## src/rtl/rtc_calendar_core.sv

```systemverilog
// Second-through-year timekeeping core with tick prescaler, Gregorian leap rules,
// field-wise manual setting with day clamping, and an hour:minute alarm.
module rtc_calendar_core #(
    parameter int TICK_DIV   = 50_000_000,
    parameter int YEAR_W     = 14,
    parameter int YEAR_MAX   = 9999,
    parameter int YEAR_RESET = 2000
) (
    input  logic              clk,
    input  logic              rst,
    input  logic              run_en,
    input  logic              set_mode,
    input  logic [2:0]        sel,
    input  logic              inc,
    input  logic              dec,
    input  logic              alarm_en,
    input  logic [4:0]        alarm_hour,
    input  logic [5:0]        alarm_minute,
    output logic [5:0]        second,
    output logic [5:0]        minute,
    output logic [4:0]        hour,
    output logic [4:0]        day,
    output logic [3:0]        month,
    output logic [YEAR_W-1:0] year,
    output logic              sec_pulse,
    output logic              alarm_hit,
    output logic              leap
);
    localparam int                PW       = $clog2(TICK_DIV);
    localparam logic [PW-1:0]     PRE_LAST = PW'(TICK_DIV - 1);
    localparam logic [YEAR_W-1:0] YMAX     = YEAR_W'(YEAR_MAX);
    localparam logic [YEAR_W-1:0] YRST     = YEAR_W'(YEAR_RESET);

    function automatic logic is_leap(input logic [YEAR_W-1:0] y);
        int unsigned yi;
        yi = 32'(y);
        return ((yi % 4 == 0) && (yi % 100 != 0)) || (yi % 400 == 0);
    endfunction

    function automatic logic [4:0] days_in(input logic [3:0] m, input logic lp);
        case (m)
            4'd4, 4'd6, 4'd9, 4'd11: return 5'd30;
            4'd2:                    return lp ? 5'd29 : 5'd28;
            default:                 return 5'd31;
        endcase
    endfunction

    logic [PW-1:0]     presc_q, presc_d;
    logic [5:0]        sec_q, sec_d, min_q, min_d;
    logic [4:0]        hour_q, hour_d, day_q, day_d;
    logic [3:0]        mon_q, mon_d;
    logic [YEAR_W-1:0] year_q, year_d;
    logic              pulse_q, pulse_d, alarm_q, alarm_d;
    logic              tick, leap_cur, alarm_ok;
    logic [4:0]        dim_cur, dim_mon_step, dim_yr_step;
    logic [3:0]        mon_step;
    logic [YEAR_W-1:0] yr_step;

    assign leap_cur = is_leap(year_q);
    assign dim_cur  = days_in(mon_q, leap_cur);
    assign alarm_ok = (alarm_hour < 5'd24) && (alarm_minute < 6'd60);

    // Month/year edit candidates, so the day clamp sees the post-edit month length.
    assign mon_step = inc ? ((mon_q == 4'd12) ? 4'd1 : mon_q + 4'd1)
                          : ((mon_q <= 4'd1) ? 4'd12 : mon_q - 4'd1);
    assign yr_step  = inc ? ((year_q >= YMAX) ? '0 : year_q + 1'b1)
                          : ((year_q == '0) ? YMAX : year_q - 1'b1);
    assign dim_mon_step = days_in(mon_step, leap_cur);
    assign dim_yr_step  = days_in(mon_q, is_leap(yr_step));

    always_comb begin
        presc_d = presc_q;
        sec_d   = sec_q;
        min_d   = min_q;
        hour_d  = hour_q;
        day_d   = day_q;
        mon_d   = mon_q;
        year_d  = year_q;
        tick    = 1'b0;
        if (set_mode) begin
            presc_d = '0;
            if (inc ^ dec) begin
                case (sel)
                    3'd0: sec_d  = inc ? ((sec_q == 6'd59) ? 6'd0 : sec_q + 6'd1)
                                       : ((sec_q == 6'd0) ? 6'd59 : sec_q - 6'd1);
                    3'd1: min_d  = inc ? ((min_q == 6'd59) ? 6'd0 : min_q + 6'd1)
                                       : ((min_q == 6'd0) ? 6'd59 : min_q - 6'd1);
                    3'd2: hour_d = inc ? ((hour_q == 5'd23) ? 5'd0 : hour_q + 5'd1)
                                       : ((hour_q == 5'd0) ? 5'd23 : hour_q - 5'd1);
                    3'd3: day_d  = inc ? ((day_q >= dim_cur) ? 5'd1 : day_q + 5'd1)
                                       : ((day_q <= 5'd1) ? dim_cur : day_q - 5'd1);
                    3'd4: begin
                        mon_d = mon_step;
                        if (day_q > dim_mon_step) day_d = dim_mon_step;
                    end
                    3'd5: begin
                        year_d = yr_step;
                        if (day_q > dim_yr_step) day_d = dim_yr_step;
                    end
                    default: ;
                endcase
            end
        end else if (run_en) begin
            if (presc_q == PRE_LAST) begin
                presc_d = '0;
                tick    = 1'b1;
                if (sec_q == 6'd59) begin
                    sec_d = 6'd0;
                    if (min_q == 6'd59) begin
                        min_d = 6'd0;
                        if (hour_q == 5'd23) begin
                            hour_d = 5'd0;
                            if (day_q >= dim_cur) begin
                                day_d = 5'd1;
                                if (mon_q == 4'd12) begin
                                    mon_d  = 4'd1;
                                    year_d = (year_q >= YMAX) ? '0 : year_q + 1'b1;
                                end else begin
                                    mon_d = mon_q + 4'd1;
                                end
                            end else begin
                                day_d = day_q + 5'd1;
                            end
                        end else begin
                            hour_d = hour_q + 5'd1;
                        end
                    end else begin
                        min_d = min_q + 6'd1;
                    end
                end else begin
                    sec_d = sec_q + 6'd1;
                end
            end else begin
                presc_d = presc_q + 1'b1;
            end
        end
        pulse_d = tick;
        alarm_d = tick && alarm_en && alarm_ok && (hour_d == alarm_hour) &&
                  (min_d == alarm_minute) && (sec_d == 6'd0);
    end

    always_ff @(posedge clk) begin
        if (rst) begin
            presc_q <= '0;
            sec_q   <= 6'd0;
            min_q   <= 6'd0;
            hour_q  <= 5'd0;
            day_q   <= 5'd1;
            mon_q   <= 4'd1;
            year_q  <= YRST;
            pulse_q <= 1'b0;
            alarm_q <= 1'b0;
        end else begin
            presc_q <= presc_d;
            sec_q   <= sec_d;
            min_q   <= min_d;
            hour_q  <= hour_d;
            day_q   <= day_d;
            mon_q   <= mon_d;
            year_q  <= year_d;
            pulse_q <= pulse_d;
            alarm_q <= alarm_d;
        end
    end

    assign second    = sec_q;
    assign minute    = min_q;
    assign hour      = hour_q;
    assign day       = day_q;
    assign month     = mon_q;
    assign year      = year_q;
    assign sec_pulse = pulse_q;
    assign alarm_hit = alarm_q;
    assign leap      = leap_cur;
endmodule

```

## config.mk

```make
export PLATFORM = sky130hd
export DESIGN_NAME = rtc_calendar_core
export DESIGN_NICKNAME = d
export VERILOG_FILES = /design/src/rtl/rtc_calendar_core.sv
export SDC_FILE = /design/constraint.sdc
export NUM_CORES = 1
export LEC_CHECK = 0
export ABC_AREA = 1
export CORE_ASPECT_RATIO = 0.75
export CORE_MARGIN = 3
export CORE_UTILIZATION = 45
export CTS_CLUSTER_DIAMETER = 200
export DETAILED_ROUTE_END_ITERATION = 12
export HOLD_SLACK_MARGIN = 0.02
export REMOVE_ABC_BUFFERS = 1
export SKIP_LAST_GASP = 1
export SLEW_MARGIN = 25
export SYNTH_ARGS = -nofsm -noshare
export SYNTH_HDL_FRONTEND = slang
export SYNTH_SLANG_ARGS = --single-unit
```

## constraint.sdc

```tcl
create_clock -name clk -period 9.4 [get_ports clk]
set_input_delay 1.88 -clock clk [delete_from_list [all_inputs] [get_ports clk]]
set_output_delay 1.88 -clock clk [all_outputs]
set_load 0.02 [all_outputs]
```

# == Yosys cells after proc, flatten, opt, wreduce, memory -nomap -nowiden ==
# Index checks and enable logic that the tools add are counted.
# classes
add_sub_neg,13
multipliers,0
n_div,4
magnitude_cmp,8
n_eq_ne,28
shift,0
n_mux,74
bitwise,1
reduce_logical,35
# op_table
op,n
14-bit 2-to-1 mux,13
32-bit logical NOT,4
5-bit 2-to-1 mux,22
6-bit 2-to-1 mux,17
"14-bit by 7-bit modulo with 32-bit output, second input constant",2
"14-bit by 9-bit modulo with 32-bit output, second input constant",2
32-bit nonzero test,2
4-bit 2-to-1 mux,12
"26-bit by 1-bit adder with 26-bit output, second input constant",1
"26-bit equality test, second input constant",1
26-bit 2-to-1 mux,1
"4-bit equality test, second input constant",5
6-bit logical NOT,3
9-bit AND reduction,2
"4-bit by 3-bit equality test with 1-bit output, second input constant",4
5-bit one-hot mux with 3 select lines,1
"14-bit by 1-bit adder with 14-bit output, second input constant",1
"14-bit greater-or-equal comparator, second input constant",1
14-bit logical NOT,1
2-bit nonzero test,7
"14-bit by 1-bit subtractor with 14-bit output, second input constant",1
"6-bit by 1-bit adder with 6-bit output, second input constant",2
"6-bit equality test, second input constant",2
2-bit one-hot mux with 2 select lines,3
other kinds (30),53
# totals
ff_bits,68
latchBits,0
mem_bits_rw,0
rom_bits,0
inputBits,21
out_inout_bits,43
elab_cells,172
mem_count,0

# == Logic depth before layout (Yosys ltp) ==
# depth
ltp_word,14
mapped_depth,66
mapped_depth_nobuf,65

# == Worst setup path before layout ==
# No wires, ideal clock.
# synth_path
kind,in2reg
from,in inc
to,reg day_q[2] (netlist: day[2])
setup_ns,0.134
arrival_time_ns,7.090
required_time_ns,9.266
slack_ns,2.176
path_stages,50
path_buffers,0
cell_sequence,clkinv_1 > nand2_1 > nor2_2 > a21oi_4 > a21oi_1 > ha_1 > o21ai_2 > nand4_1 > nand2_2 > clkinv_1 > nand2_1 > nor2_2 > nor2_8 > nand2_4 > nand2_1 > nand2_2 > nor2_4 > nand3_4 > (+14 left out) > nand2_4 > nand3_1 > nand2_1 > nand3_2 > nand3_1 > nand2_1 > nand4_1 > nand2_1 > a21oi_1 > ha_1 > nand3_1 > nand2_1 > nand2_1 > nand3_1 > inv_1 > o21ai_0 > a221oi_1 > a211oi_1
# synth_via
elab_chain_cells,10
word_cells_on_any_way,29
cone_classes,div: 2; order compare: 2; eq/ne: 8; mux: 9; bitwise: 1; reduce/logical: 7
# synth_lines
element,line_no,source
"start, declared",14,"input logic inc,"
14-bit 2-to-1 mux,66,assign yr_step = inc ? ((year_q >= YMAX) ? '0 : year_q + 1'b1)
14-bit by 7-bit modulo with 32-bit output,37,return ((yi % 4 == 0) && (yi % 100 != 0)) || (yi % 400 == 0);
32-bit nonzero test,37,
1-bit logical AND,37,
1-bit logical OR,37,
1-bit 2-to-1 mux,43,4'd2: return lp ? 5'd29 : 5'd28;
2-bit one-hot mux with 2 select lines,41,case (m)
5-bit > comparator,98,if (day_q > dim_yr_step) day_d = dim_yr_step;
3-bit != test (no line),n/a,
9-bit AND reduction (no line),n/a,
"end signal, assigned",158,day_q <= day_d;
"end, declared",50,"logic [4:0] hour_q, hour_d, day_q, day_d;"
# Several ways; a longest one is shown, not always the timed one. The select of a mux whose other input is x is not followed.
# A chain may end at the register's enable or synchronous reset.

# == Worst setup path in the final report ==
# Ends and elaborated chain as after synthesis.

==> reports/qor.csv <==
metric,value,unit
outcome,finished clean,
finalCritPeriodShare,92.8,%
cts-root-buf,clkbuf_16,
cp_top_family,simple AND/OR/NAND/NOR gates,
crit_required,9610,ps
syn2layout_area_growth,13.0,%
clkSlewWorstSetupHoldPaths,70,ps
period_minus_slack,8720,ps
cp_slowest_stage_delay,530,ps
num_antenna_cells,0,
worstSetupStartpoint,inc,
grt_max_degree,36,
synth_flop_cell,dfxtp_1,
synth_top_area_cell,nand2_1,
dieArea,21300,um^2
slew_headroom,37.9,%
cpMostUsedCell,nand2_1,
cts_setup_buffers,0,
drcViolationCount,0,
leakagePower,4.31,nW
synth_cell_types,60,
grt_usage,23.6,%
wl_per_cell,14.4,um
start_kind,input pin,
io_buffers,63,
fp.dieW,168,um
cts-buffers-inserted,9,
vdd_drop_max,0.0883,mV
endpoint_kind,flop,
finalSetupViolCount,0,
synth_area_leaders,"nand2_1 16%, dfxtp_1 15%, nand3_1 7.8%",
drive_gt1_share,12.0,%
h-tree-depth,3,
cts_tree,done,
hold_path_class,flop to flop,
gp_congestion,0.934,
clk_latency,350,ps
avgSynthCellArea,5.92,um^2
multi_input_area,6560,um^2
power_density,144,nW/um^2
power.total,1.43,mW
critPathBufInv,5,
timing.rr.start,year[12],
routed_via_density,5.46,
cp_slowest_cell,clkdlybuf4s50_1,
vias,9755,
die_y,127,um
worstHoldStart,presc_q[14],
postCtsHoldBufs,0,
tightest_slew,922,ps
seq_area,1360,um^2
drt_wl_total,25.8,mm
clock_path_buffers,2,
drt_iter0_markers,863,
post_cts_resized,0,
antenna_found_initial,0,
critPathArrivalTime,8930,ps
grt_pass1_vias,8504,
hpwlAfterDp,20.0,mm
ant_nets,0,
yosysWarningCount,0,
hold_viol_final,0,
synth-seq-area-share,15.5,%
core,18800,um^2
nFillCells,1978,
synthCells,1488,
fin_nets,1580,
cp_max_fo,20,
synth_top_area_share,15.7,%
drtPass1Iterations,5,
setup_tns,0,ps
synthTopCellsByCount,"369 x nand2_1, 161 x inv_1, 147 x nor2_1",
grt_pass1_wl,42.4,mm
finClkSkew,12.4,ps
initial_core_util,46.8,%
synth.most_common_cell,nand2_1,
maxCapViolCount,0,
worstSetupPathType,input pin to flop,
ys_ff_latch,68,
async_flop_share,0,%
max_freq,115,MHz
synth-edff-count,0,
synth_area,8800,um^2
fp-row-count,43,
rsz0062_at_grt,no,
grt_overflow_total,0,
final_max_slew_viol_count,0,
clkSinkCount,68,
ios,64,
## registers in the layout, indices dropped and copies added (netlist names)
register   count
sec_pulse      1
day            5
presc_q       26
second         6
hour           5
month          4
alarm_hit      1
minute         6
year          14
## placed cells by master (no fill, tap or decap), types with 9 or more instances in the layout
cell type	instances
inv_1	161
xnor2_1	11
nand3_1	138
nand2_1	369
nor4_1	9
nor2_1	147
buf_4	10
a21oi_1	71
inv_2	19
nand2_2	53
xor2_1	31
dfxtp_1	68
o211ai_1	22
clkdlybuf4s50_1	63
o21ai_0	86
o21ai_1	12
nand2_4	17
nor2_4	17
nand4_1	51
ha_1	26
a31oi_1	10
nand3_4	9
nor2_2	13
clkbuf_16	9
nor3_1	26
## cells by family after synthesis
family | share of synthesized area, %
and+or+nand+nor | 49.9
AOI/OAI and AO/OA | 16.7
buffers and inverters | 10.1
DFF | 15.5
xor gates and xnor gates | 4.18
adders and majority gates | 3.70
## worst register-to-register path, delay by kind of cell, from the launching register on
kind,cells,cell delay [ps]
AOI/OAI and AO/OA,8,2080
adders and majority gates,2,530
DFF,1,580
and+or+nand+nor,40,4060
buffers and inverters,5,890
## cell type report
cell class	instances	area share (%)
multi-input combinational	1194	65.9
tap	247	3.11
sequential	68	13.7
clock inverter	7	0.830
inverter	187	7.09
timing repair buffer	73	7.09
clock buffer	9	2.26
## worst paths after layout
check                                   end  slack (ps)  depth (start not counted)
worst max-delay path                 day[2]         680                         51
worst min-delay path            presc_q[15]         490                          2
worst max register to register      year[3]        1170                         55
worst min register to register  presc_q[15]         490                          2
## stage by stage
step                      util (%)  worst slack, ps  cells  instance area, um^2  hold WS, ps
after floorplan                  -             1760   1449                 8620          453
after global placement        51.2              568   1769                 9640          471
after detailed placement      51.2              348   1769                 9640          482
after CTS                     52.8              699   1785                 9950          492
after global routing          52.8             5.11   1785                 9950          509
final                         52.8              677   1785                 9950          492
## metal layers
layer,vias to the layer above,GRT usage (%),share of wire (%)
li1,5077,-,-
met1,4365,36.8,52
met2,292,34.6,41
met3,21,3.31,6.0
met4,0,4.23,0.99
met5,-,0,0
## power breakdown
part           switching (mW)  internal, mW  total, mW
Clock                   0.153         0.210      0.363
Combinational           0.505         0.261      0.766
Sequential             0.0118         0.294      0.306
Total                   0.669         0.766       1.43
(Power assumes the default switching activity.)
